[src/rtl/program_run_sequencer.sv]
// Run sequencer for the single-cycle MIPS datapath: holds the core in PC-load,
// releases it, detects halt (PC stuck) or budget expiry and captures the result.
module program_run_sequencer #(
  parameter int unsigned W            = 32,
  parameter int unsigned CYC_W        = 16,
  parameter int unsigned LOAD_CYCLES  = 2,
  parameter int unsigned STALL_CYCLES = 2
) (
  input  logic             clk,
  input  logic             rst,
  input  logic             req_valid,
  output logic             req_ready,
  input  logic [W-1:0]     req_pc,
  input  logic [CYC_W-1:0] req_budget,
  output logic             core_rst,
  output logic [W-1:0]     core_pc_init,
  input  logic [W-1:0]     core_pc,
  input  logic [W-1:0]     core_result,
  output logic             done_valid,
  input  logic             done_ready,
  output logic [W-1:0]     done_result,
  output logic             done_timeout,
  output logic [CYC_W-1:0] done_cycles,
  output logic             busy
);

  localparam int unsigned LOAD_W  = (LOAD_CYCLES > 1) ? $clog2(LOAD_CYCLES) : 1;
  localparam int unsigned STALL_W = $clog2(STALL_CYCLES + 1);

  localparam logic [1:0] S_IDLE = 2'd0;
  localparam logic [1:0] S_LOAD = 2'd1;
  localparam logic [1:0] S_RUN  = 2'd2;
  localparam logic [1:0] S_DONE = 2'd3;

  logic [1:0]         state, state_n;
  logic [LOAD_W-1:0]  load_cnt, load_cnt_n;
  logic [CYC_W-1:0]   cnt, cnt_n;
  logic [CYC_W-1:0]   budget_q, budget_n;
  logic [STALL_W-1:0] stall, stall_n;
  logic [W-1:0]       pc_q, pc_q_n;
  logic               req_ready_n, core_rst_n, done_valid_n, done_timeout_n, busy_n;
  logic [W-1:0]       core_pc_init_n, done_result_n;
  logic [CYC_W-1:0]   done_cycles_n;

  logic [CYC_W-1:0]   cnt_inc;
  logic [STALL_W-1:0] stall_upd;
  logic               halt, timeout;

  // Halt detection: first RUN edge has no previous PC to compare against
  always_comb begin
    cnt_inc   = cnt + CYC_W'(1);
    stall_upd = '0;
    if (cnt != '0 && core_pc == pc_q) stall_upd = stall + STALL_W'(1);
    halt      = (stall_upd == STALL_W'(STALL_CYCLES));
    timeout   = (cnt_inc == budget_q);
  end

  always_comb begin
    state_n        = state;
    load_cnt_n     = load_cnt;
    cnt_n          = cnt;
    budget_n       = budget_q;
    stall_n        = stall;
    pc_q_n         = pc_q;
    core_rst_n     = core_rst;
    core_pc_init_n = core_pc_init;
    done_valid_n   = done_valid;
    done_result_n  = done_result;
    done_timeout_n = done_timeout;
    done_cycles_n  = done_cycles;
    case (state)
      S_IDLE: begin
        if (req_valid && req_ready) begin
          core_pc_init_n = req_pc;
          budget_n       = (req_budget == '0) ? CYC_W'(1) : req_budget;
          load_cnt_n     = '0;
          state_n        = S_LOAD;
        end
      end
      S_LOAD: begin
        if (load_cnt == LOAD_W'(LOAD_CYCLES - 1)) begin
          state_n    = S_RUN;
          core_rst_n = 1'b1;
          cnt_n      = '0;
          stall_n    = '0;
          pc_q_n     = core_pc_init;
        end else begin
          load_cnt_n = load_cnt + LOAD_W'(1);
        end
      end
      S_RUN: begin
        cnt_n   = cnt_inc;
        pc_q_n  = core_pc;
        stall_n = stall_upd;
        if (halt || timeout) begin
          done_result_n  = core_result;
          done_cycles_n  = cnt_inc;
          done_timeout_n = !halt;
          core_rst_n     = 1'b0;
          done_valid_n   = 1'b1;
          state_n        = S_DONE;
        end
      end
      S_DONE: begin
        if (done_ready) begin
          done_valid_n = 1'b0;
          state_n      = S_IDLE;
        end
      end
      default: state_n = S_IDLE;
    endcase
    req_ready_n = (state_n == S_IDLE);
    busy_n      = (state_n != S_IDLE);
  end

  always_ff @(posedge clk or negedge rst) begin
    if (!rst) begin
      state        <= S_IDLE;
      load_cnt     <= '0;
      cnt          <= '0;
      budget_q     <= '0;
      stall        <= '0;
      pc_q         <= '0;
      req_ready    <= 1'b0;
      core_rst     <= 1'b0;
      core_pc_init <= '0;
      done_valid   <= 1'b0;
      done_result  <= '0;
      done_timeout <= 1'b0;
      done_cycles  <= '0;
      busy         <= 1'b0;
    end else begin
      state        <= state_n;
      load_cnt     <= load_cnt_n;
      cnt          <= cnt_n;
      budget_q     <= budget_n;
      stall        <= stall_n;
      pc_q         <= pc_q_n;
      req_ready    <= req_ready_n;
      core_rst     <= core_rst_n;
      core_pc_init <= core_pc_init_n;
      done_valid   <= done_valid_n;
      done_result  <= done_result_n;
      done_timeout <= done_timeout_n;
      done_cycles  <= done_cycles_n;
      busy         <= busy_n;
    end
  end

endmodule

[config.mk]
export PLATFORM = sky130hd
export DESIGN_NAME = program_run_sequencer
export DESIGN_NICKNAME = d
export VERILOG_FILES = /design/src/rtl/program_run_sequencer.sv
export SDC_FILE = /design/constraint.sdc
export NUM_CORES = 1
export LEC_CHECK = 0
export CORE_UTILIZATION = 53
export DETAILED_ROUTE_END_ITERATION = 8
export PLACE_DENSITY = 0.87
export SLEW_MARGIN = 10
export SYNTH_ARGS = -nofsm -noshare
export SYNTH_HDL_FRONTEND = slang
export SYNTH_SLANG_ARGS = --single-unit
export TNS_END_PERCENT = 1
[constraint.sdc]
create_clock -name clk -period 6.08 [get_ports clk]
set_input_delay 1.824 -clock clk [delete_from_list [all_inputs] [get_ports clk]]
set_output_delay 1.824 -clock clk [all_outputs]
set_load 0.02 [all_outputs]
==> results of run 1 <==
==> power by group <==
part           total [mW]  internal, mW  switching [mW]
logic                1.56         0.819           0.744
registers            1.68          1.37           0.309
clock network        1.01         0.621           0.394
==> layout make-up <==
cell class	count	area share, %
sequential	154	38.46
multi-input combinational	466	33.18
inverter	11	0.4121
timing repair buffer	202	20.14
tap	176	2.198
clock buffer	23	4.670
clock inverter	8	0.9366
==> worst min-delay path by stage <==
stage               startpoint               to  slack, ns  cells past startpoint
3_3_place_gp          stall[1]         stall[1]       0.46                      2
2_1_floorplan         stall[1]         stall[1]       0.44                      2
6_report       done_result[10]  done_result[10]       0.48                      1
4_1_cts        done_result[10]  done_result[10]       0.49                      1
5_1_grt        done_result[10]  done_result[10]       0.50                      1
3_5_place_dp        done_valid       done_valid       0.47                      2
==> kinds of logic after synthesis <==
group / share of synthesized area [%]
flops: 51.82
mux: 14.43
simple gates: 14.74
buf+inv: 3.667
compound gates: 7.823
fa+ha+maj: 0.3364
xor+xnor: 7.184
==> flip-flops by register name, summed over array words and instances, names as in the netlist, 2 cells and up <==
register / flops
done_result: 32
done_cycles: 16
core_pc_init: 32
stall: 2
pc_q: 32
budget_q: 16
cnt: 16
state: 2
==> cells in the mapped netlist (all sizes together), types with 2 or more instances <==
cell	number
dfrtp	154
nand2	95
mux2	92
nor2	49
xnor2	45
a31oi	32
o21ai	28
buf	23
clkbuf	20
xor2	16
nand4	14
nand3	13
nor4	13
inv	11
a21oi	6
and3	6
and4	4
nand2b	4
nor2b	4
nor3	4
o31ai	4
and2	3
mux2i	3
a2111oi	2
a22o	2
a41oi	2
ha	2
o22ai	2
or2	2
or3	2
==> layer usage <==
metal	share of wire (%)	track usage (%)
met3	6.7	7.453
met5	0	0
met2	52	48.31
met4	2.1	10.19
met1	39	32.41
==> worst register-to-register path, stage by stage, from the launching register on <==
cell,delay [ns]
dfrtp_1,0.47
ha_1,0.30
nand3_1,0.37
o32a_1,0.44
a211o_1,0.28
a211oi_2,0.24
nand4_2,0.22
nand2_4,0.56
mux2_2,0.45
==> per-stage QoR <==
stage | setup WS [ns] | instance area [um^2] | instances | util (%)
2_1_floorplan | 2.427 | 7437 | 674 | -
3_3_place_gp | 1.362 | 9458 | 1009 | 70.30
3_5_place_dp | 1.272 | 9458 | 1009 | 70.30
4_1_cts | 1.703 | 10020 | 1040 | 74.48
5_1_grt | 1.580 | 10020 | 1040 | 74.48
6_report | 1.661 | 10020 | 1040 | 74.48
==> summary.md, run 1 <==
| Metric | Value |
|---|---|
| Worst-Skew Late Latency | between 0.4 and 0.5 ns |
| Pin count of the biggest net entering global routing | 110 |
| Synth area leaders | dfrtp_1, mux2_2, mux2_1, xnor2_1, nand2_1 |
| WL per Instance | between 15 and 20 um |
| R2r worst-path depth | 8 |
| Post-layout minimum cycle time | roughly 4.4 ns |
| Via density | roughly 5.6 |
| PostCTS Resize Cnt | 0 |
| CTS tree | done |
| Initial DRT Pass Iterations | 5 |
| Peak supply drop | around 0.27 mV |
| Num CTS Buffers | 17 |
| Die H | approximately 120 um |
| Critical path's top delay family | simple AND/OR/NAND/NOR gates |
| Critical Path End | done_cycles[13] |
| Pwr dens | approximately 420 mW/mm^2 |
| Final net count | between 900 and 1,000 |
| Crit Path Max Fanout | 46 |
| Synthesized area | 0.007437 mm^2 |
| Yosys cell types | 62 |
| GRT Total Usage | about 28% |
| Post-CTS Hold Buffers | 0 |
| Wirelength, routed | 19,140 um |
| Num Clock Sinks | between 150 and 200 |
| Routability cong. | approximately 0.87 |
| YS warnings | 0 |
| FFs w/ async S/R, synth | 100.0% |
| Crit path arrival time | 4.72 ns |
| Worst Path Class, Setup | primary input to flop |
| Share of the synthesized area in the top cell type | 51.82% |
| CP startpoint | core_pc[23] |
| Slowest cell on crit path | nand2_4 |
| Crit share post-route | between 70% and 80% |
| FMAX | about 230 MHz |
| Synth-to-Final Area Change | 34.72% |
| Worst path most repeated cell | nand4_1 |
| Initial Util | around 55% |
| Leading area contributor after synthesis | dfrtp_1 |
| Status | finished clean |
| Worst R2R End | done_cycles[13] |
| Worst Tran Pin Value | about 1.2 ns |
| Max Cap Violations | 0 |
| Sequential standard cell area | ~0.0039 mm^2 |
| Avg Cell Area, Syn | 11.03 um^2 |
| Dpl hpwl | 13,060 um |
| Final Setup Violations | 0 |
| Root Buffer | clkbuf_16 |
| Hold Worst Slack | between 0.4 and 0.5 ns |
| Fin. Hold Viols | 0 |
| Total power | 4.258 mW |
| Area of the multi-input gates | 0.003324 mm^2 |
| Global route total overflow | 0 |
| Synth Instances | 674 |
| 1st-iter DRT viols | 337 |
| #FFs+latches synth | between 150 and 200 |
| Worst Skew | approximately 0.0086 ns |
| Commonest non-fill, non-tap cell in the layout | clkdlybuf4s50_1 |
| Max-slew headroom | 19.68% |
| Reg2reg start | cnt[0] |
| Die area | between 0.01 and 0.015 mm^2 |
| DR DRC count | 0 |
| Hold WC Path Type | flop to flop |
| H-tree Lvls | 4 |
| Setup TNS | 0 ns |
| Number of global-route vias before repair | approximately 6,000 |
| Via total after detailed routing | between 5,000 and 6,000 |
| Setup bufs post-CTS | 0 |
| CP bufs+invs | 1 |
| Rows | 42 |
| CP required | about 6.4 ns |
| Global-route wire length before repair | between 30,000 and 40,000 um |
| Core area | approximately 0.013 mm^2 |
| Post-synth EDFFs | 0 |
| Io pins | roughly 200 |
| Syn nets | 792 |
| Initial antenna violation count | 0 |
| Pins Over Slew Limit | 0 |
| Kind of end point of the critical path | flop |
| Commonest non-fill, non-tap cells in the layout | clkdlybuf4s50_1, dfrtp_1, nand2_1 |
| Top_reg_cell synth | dfrtp_1 |
| Crit path largest cell delay | 0.53 ns |
| Antenna-violating nets left | 0 |
| I/O Buffers | 200 |
| Antenna cells | 0 |
| Clk buf depth | 2 |
| CP Depth | 8 |
| RSZ-0062 raised after global routing | false |
| Fillers | just over 900 |
| Part of the Yosys area used for sequential elements | 51.82% |
| Startpoint types | primary input |
| Die width | 120.5 um |
| R2R Setup Slk | approximately 2.6 ns |
| Leakage power | 4.351 nW |
| Critical path cell sequence | clkdlybuf4s50_1, xnor2_1, nand4_1, nor4_1, nand4_1, or3_1, nand2_4, mux2_2 |
| Layout cells sized above 1 | 11.92% |
| Reg clk slew, reported paths | approximately 0.060 ns |
(Power assumes the default switching activity.)
==> run 2, diff against run 1 <==
Settings changed: CORE_UTILIZATION 53 to 49, PLACE_DENSITY 0.87 to 0.81.
Clock period 6.08 ns to 4.65 ns, I/O delays scaled along.
==> run 2 against run 1 <==
  * The flow now finishes with violations (design-rule violations)
  * Final cell count is 0.87% higher
  * Hold slack worse by 0.0023 ns
  * Combinational power is 31% higher
  * Wire length is 3.2% lower
  * Setup slack worse by 0.89 ns
  * Core utilization is 5.7 points lower
  * Global-route usage is 2.5 points lower
  * Via count is 0.87% lower
  * Power is 33% higher
  * Register-to-register slack worse by 1.4 ns
  * Clock power is 44% higher
  * Clock skew is 0.0021 ns higher
==> summary.md, run 2 (synthesized netlist as in run 1, its figures left out) <==
| Metric | Value |
|---|---|
| Core area | 0.01470 mm^2 (+9.3%) |
| GRT Total Usage | 25.11% (-2.5 points) |
| Peak supply drop | 0.3406 mV (+28%) |
| Setup bufs post-CTS | 0 (unchanged) |
| Dpl hpwl | 13,010 um (-0.41%) |
| Max Cap Violations | 0 (unchanged) |
| WL per Instance | 17.67 um (-4.0%) |
| Startpoint types | primary input |
| Crit path arrival time | 4.18 ns (-0.54 ns) |
| Antenna-violating nets left | 0 (unchanged) |
| Crit path largest cell delay | 0.51 ns (-0.02 ns) |
| Top flop regs | core_pc_init (32), done_result (32), pc_q (32) |
| Commonest non-fill, non-tap cells in the layout | clkdlybuf4s50_1, dfrtp_1, nand2_1 |
| Via total after detailed routing | 5,808 (-0.87%) |
| Initial antenna violation count | 0 (unchanged) |
| Critical path's top delay family | simple AND/OR/NAND/NOR gates |
| I/O Buffers | 200 (unchanged) |
| Min setup slack post-route | 0.7722 ns (-0.8890 ns) |
| Pwr dens | 560.7 mW/mm^2 (+32%) |
| Via density | 5.537 (-1.7%) |
| Pin count of the biggest net entering global routing | 102 (-7.3%) |
| Failing checks | design-rule violations |
| Max-slew headroom | 20.89% (+1.2 points) |
| Reg clk slew, reported paths | 0.06 ns (about the same) |
| Global-route wire length before repair | 30,660 um (+0.36%) |
| Worst path most repeated cell | nand4_1 |
| Synth-to-Final Area Change | 35.87% |
| Finished Layout Cells | 1,049 (+0.87%) |
| Critical path cell sequence | clkdlybuf4s50_1, xnor2_1, nand4_1, nor4_1, nand4_1, or3_1, nand2_4, mux2_2 |
| Die width | 125.2 um (+3.9%) |
| Fillers | 1,086 (+18%) |
| Final net count | 970 (unchanged) |
| Global route total overflow | 0 (unchanged) |
| Fin. Hold Viols | 0 (unchanged) |
| Status | finished, violations left |
| CP required | 4.95 ns (-1.43 ns) |
| Worst Tran Pin Value | 1.182 ns (-0.02241 ns) |
| Pre-CTS WS | 0.2954 ns (-0.9769 ns) |
| Commonest non-fill, non-tap cell in the layout | clkdlybuf4s50_1 |
| Initial Util | 50.60% (-4.7 points) |
| Initial DRT Pass Iterations | 9 (+4) |
| Num Clock Sinks | 154 (unchanged) |
| Antenna cells | 0 (unchanged) |
| Layout cells sized above 1 | 12.37% (+0.45 points) |
| CTS tree | done |
| Worst Path Class, Setup | primary input to flop |
| Root Buffer | clkbuf_16 |
| Wirelength, routed | 18,540 um (-3.2%) |
| Die area | 0.01568 mm^2 (+8.0%) |
| RSZ-0062 raised after global routing | false |
| Num CTS Buffers | 17 (unchanged) |
| CP bufs+invs | 1 (unchanged) |
| Slowest cell on crit path | nand2_4 |
| Hold Worst Slack | 0.4808 ns (-0.002328 ns) |
| FMAX | about 260 MHz |
| Worst-Skew Late Latency | 0.42 ns (about the same) |
| Post-CTS Hold Buffers | 0 (unchanged) |
| Setup TNS | 0 ns (unchanged) |
| Routability cong. | 0.8689 (-0.33%) |
| Kind of end point of the critical path | flop |
| PostCTS Resize Cnt | 0 (unchanged) |
| Post-layout minimum cycle time | between 3 and 4 ns |
| Crit Path Max Fanout | 46 (unchanged) |
| Pins Over Slew Limit | 0 (unchanged) |
| Rows | 44 (+4.8%) |
| Number of global-route vias before repair | 6,047 (+0.97%) |
| Worst Skew | 0.01070 ns (+0.002130 ns) |
| DR DRC count | 18 (+18) |
| H-tree Lvls | 4 (unchanged) |
| # placed instances | 1,017 (+0.79%) |
| Crit share post-route | 83.39% |
| Final Setup Violations | 0 (unchanged) |
| Clk buf depth | 2 (unchanged) |
| Io pins | 201 (unchanged) |
| 1st-iter DRT viols | 340 (+0.89%) |
| Leakage power | 4.373 nW (+0.51%) |
| Die H | 125.2 um (+3.9%) |
| Hold WC Path Type | flop to flop |
run 2: cell count changes in the layout (fill, tap and decap cells not counted), moves of 2 or more:
cell and change:
clkbuf_1 -3, clkinv_2 -3, clkinvlp_4 +3, clkbuf_8 +2, clkinv_4 +2
run 2: cell type report:
cell class,instances,area [um^2],share of cell area [%]
Inverter,11,41.29,0.4086
Sequential cell,154,3854,38.14
Clock buffer,22,484.2,4.792
Timing Repair Buffer,202,2031,20.10
Tap cell,184,230.2,2.278
Clock inverter,10,140.1,1.387
Multi-Input combinational cell,466,3324,32.90
run 2: final timing paths:
kind                             startpoint                to  slack, ns  depth (start not counted)
worst max-delay path            core_pc[26]    done_result[2]       0.77                          8
worst min-delay path               stall[1]          stall[1]       0.48                          2
worst max register to register       cnt[0]    done_result[2]       1.29                          8
worst min register to register     stall[1]          stall[1]       0.48                          2
max in group asynchronous               rst           pc_q[7]       2.71                          2
min in group asynchronous               rst  core_pc_init[25]       1.08                          1
run 2: tightest hold or removal path, cell delays in order, from the launching register on:
cell and delay, ns:
dfrtp_1 0.34, nand2_1 0.05, nand2_1 0.06
run 2: power by group:
part | internal [mW] | total, mW | switching, mW
sequential | 1.79 | 2.17 | 0.379
clock | 0.901 | 1.45 | 0.547
combinational | 1.07 | 2.05 | 0.975
total | 3.76 | 5.67 | 1.90
run 2: metal layers:
layer  GRT usage [%]  up-vias  routed length, um
li1                -     2712                  -
met5               0        -                  0
met2           43.41      222               9511
met1           30.09     2843               7434
met4           10.04        0                416
met3           6.247       31               1175
run 2: through the flow:
step	instance area [um^2]	util, %	power, mW
global route	10100	68.74	5.952
floorplan	7437	-	3.266
CTS	10100	68.74	5.706
detailed placement	9480	64.50	4.235
finish	10100	68.74	5.665
global placement	9480	64.50	4.169
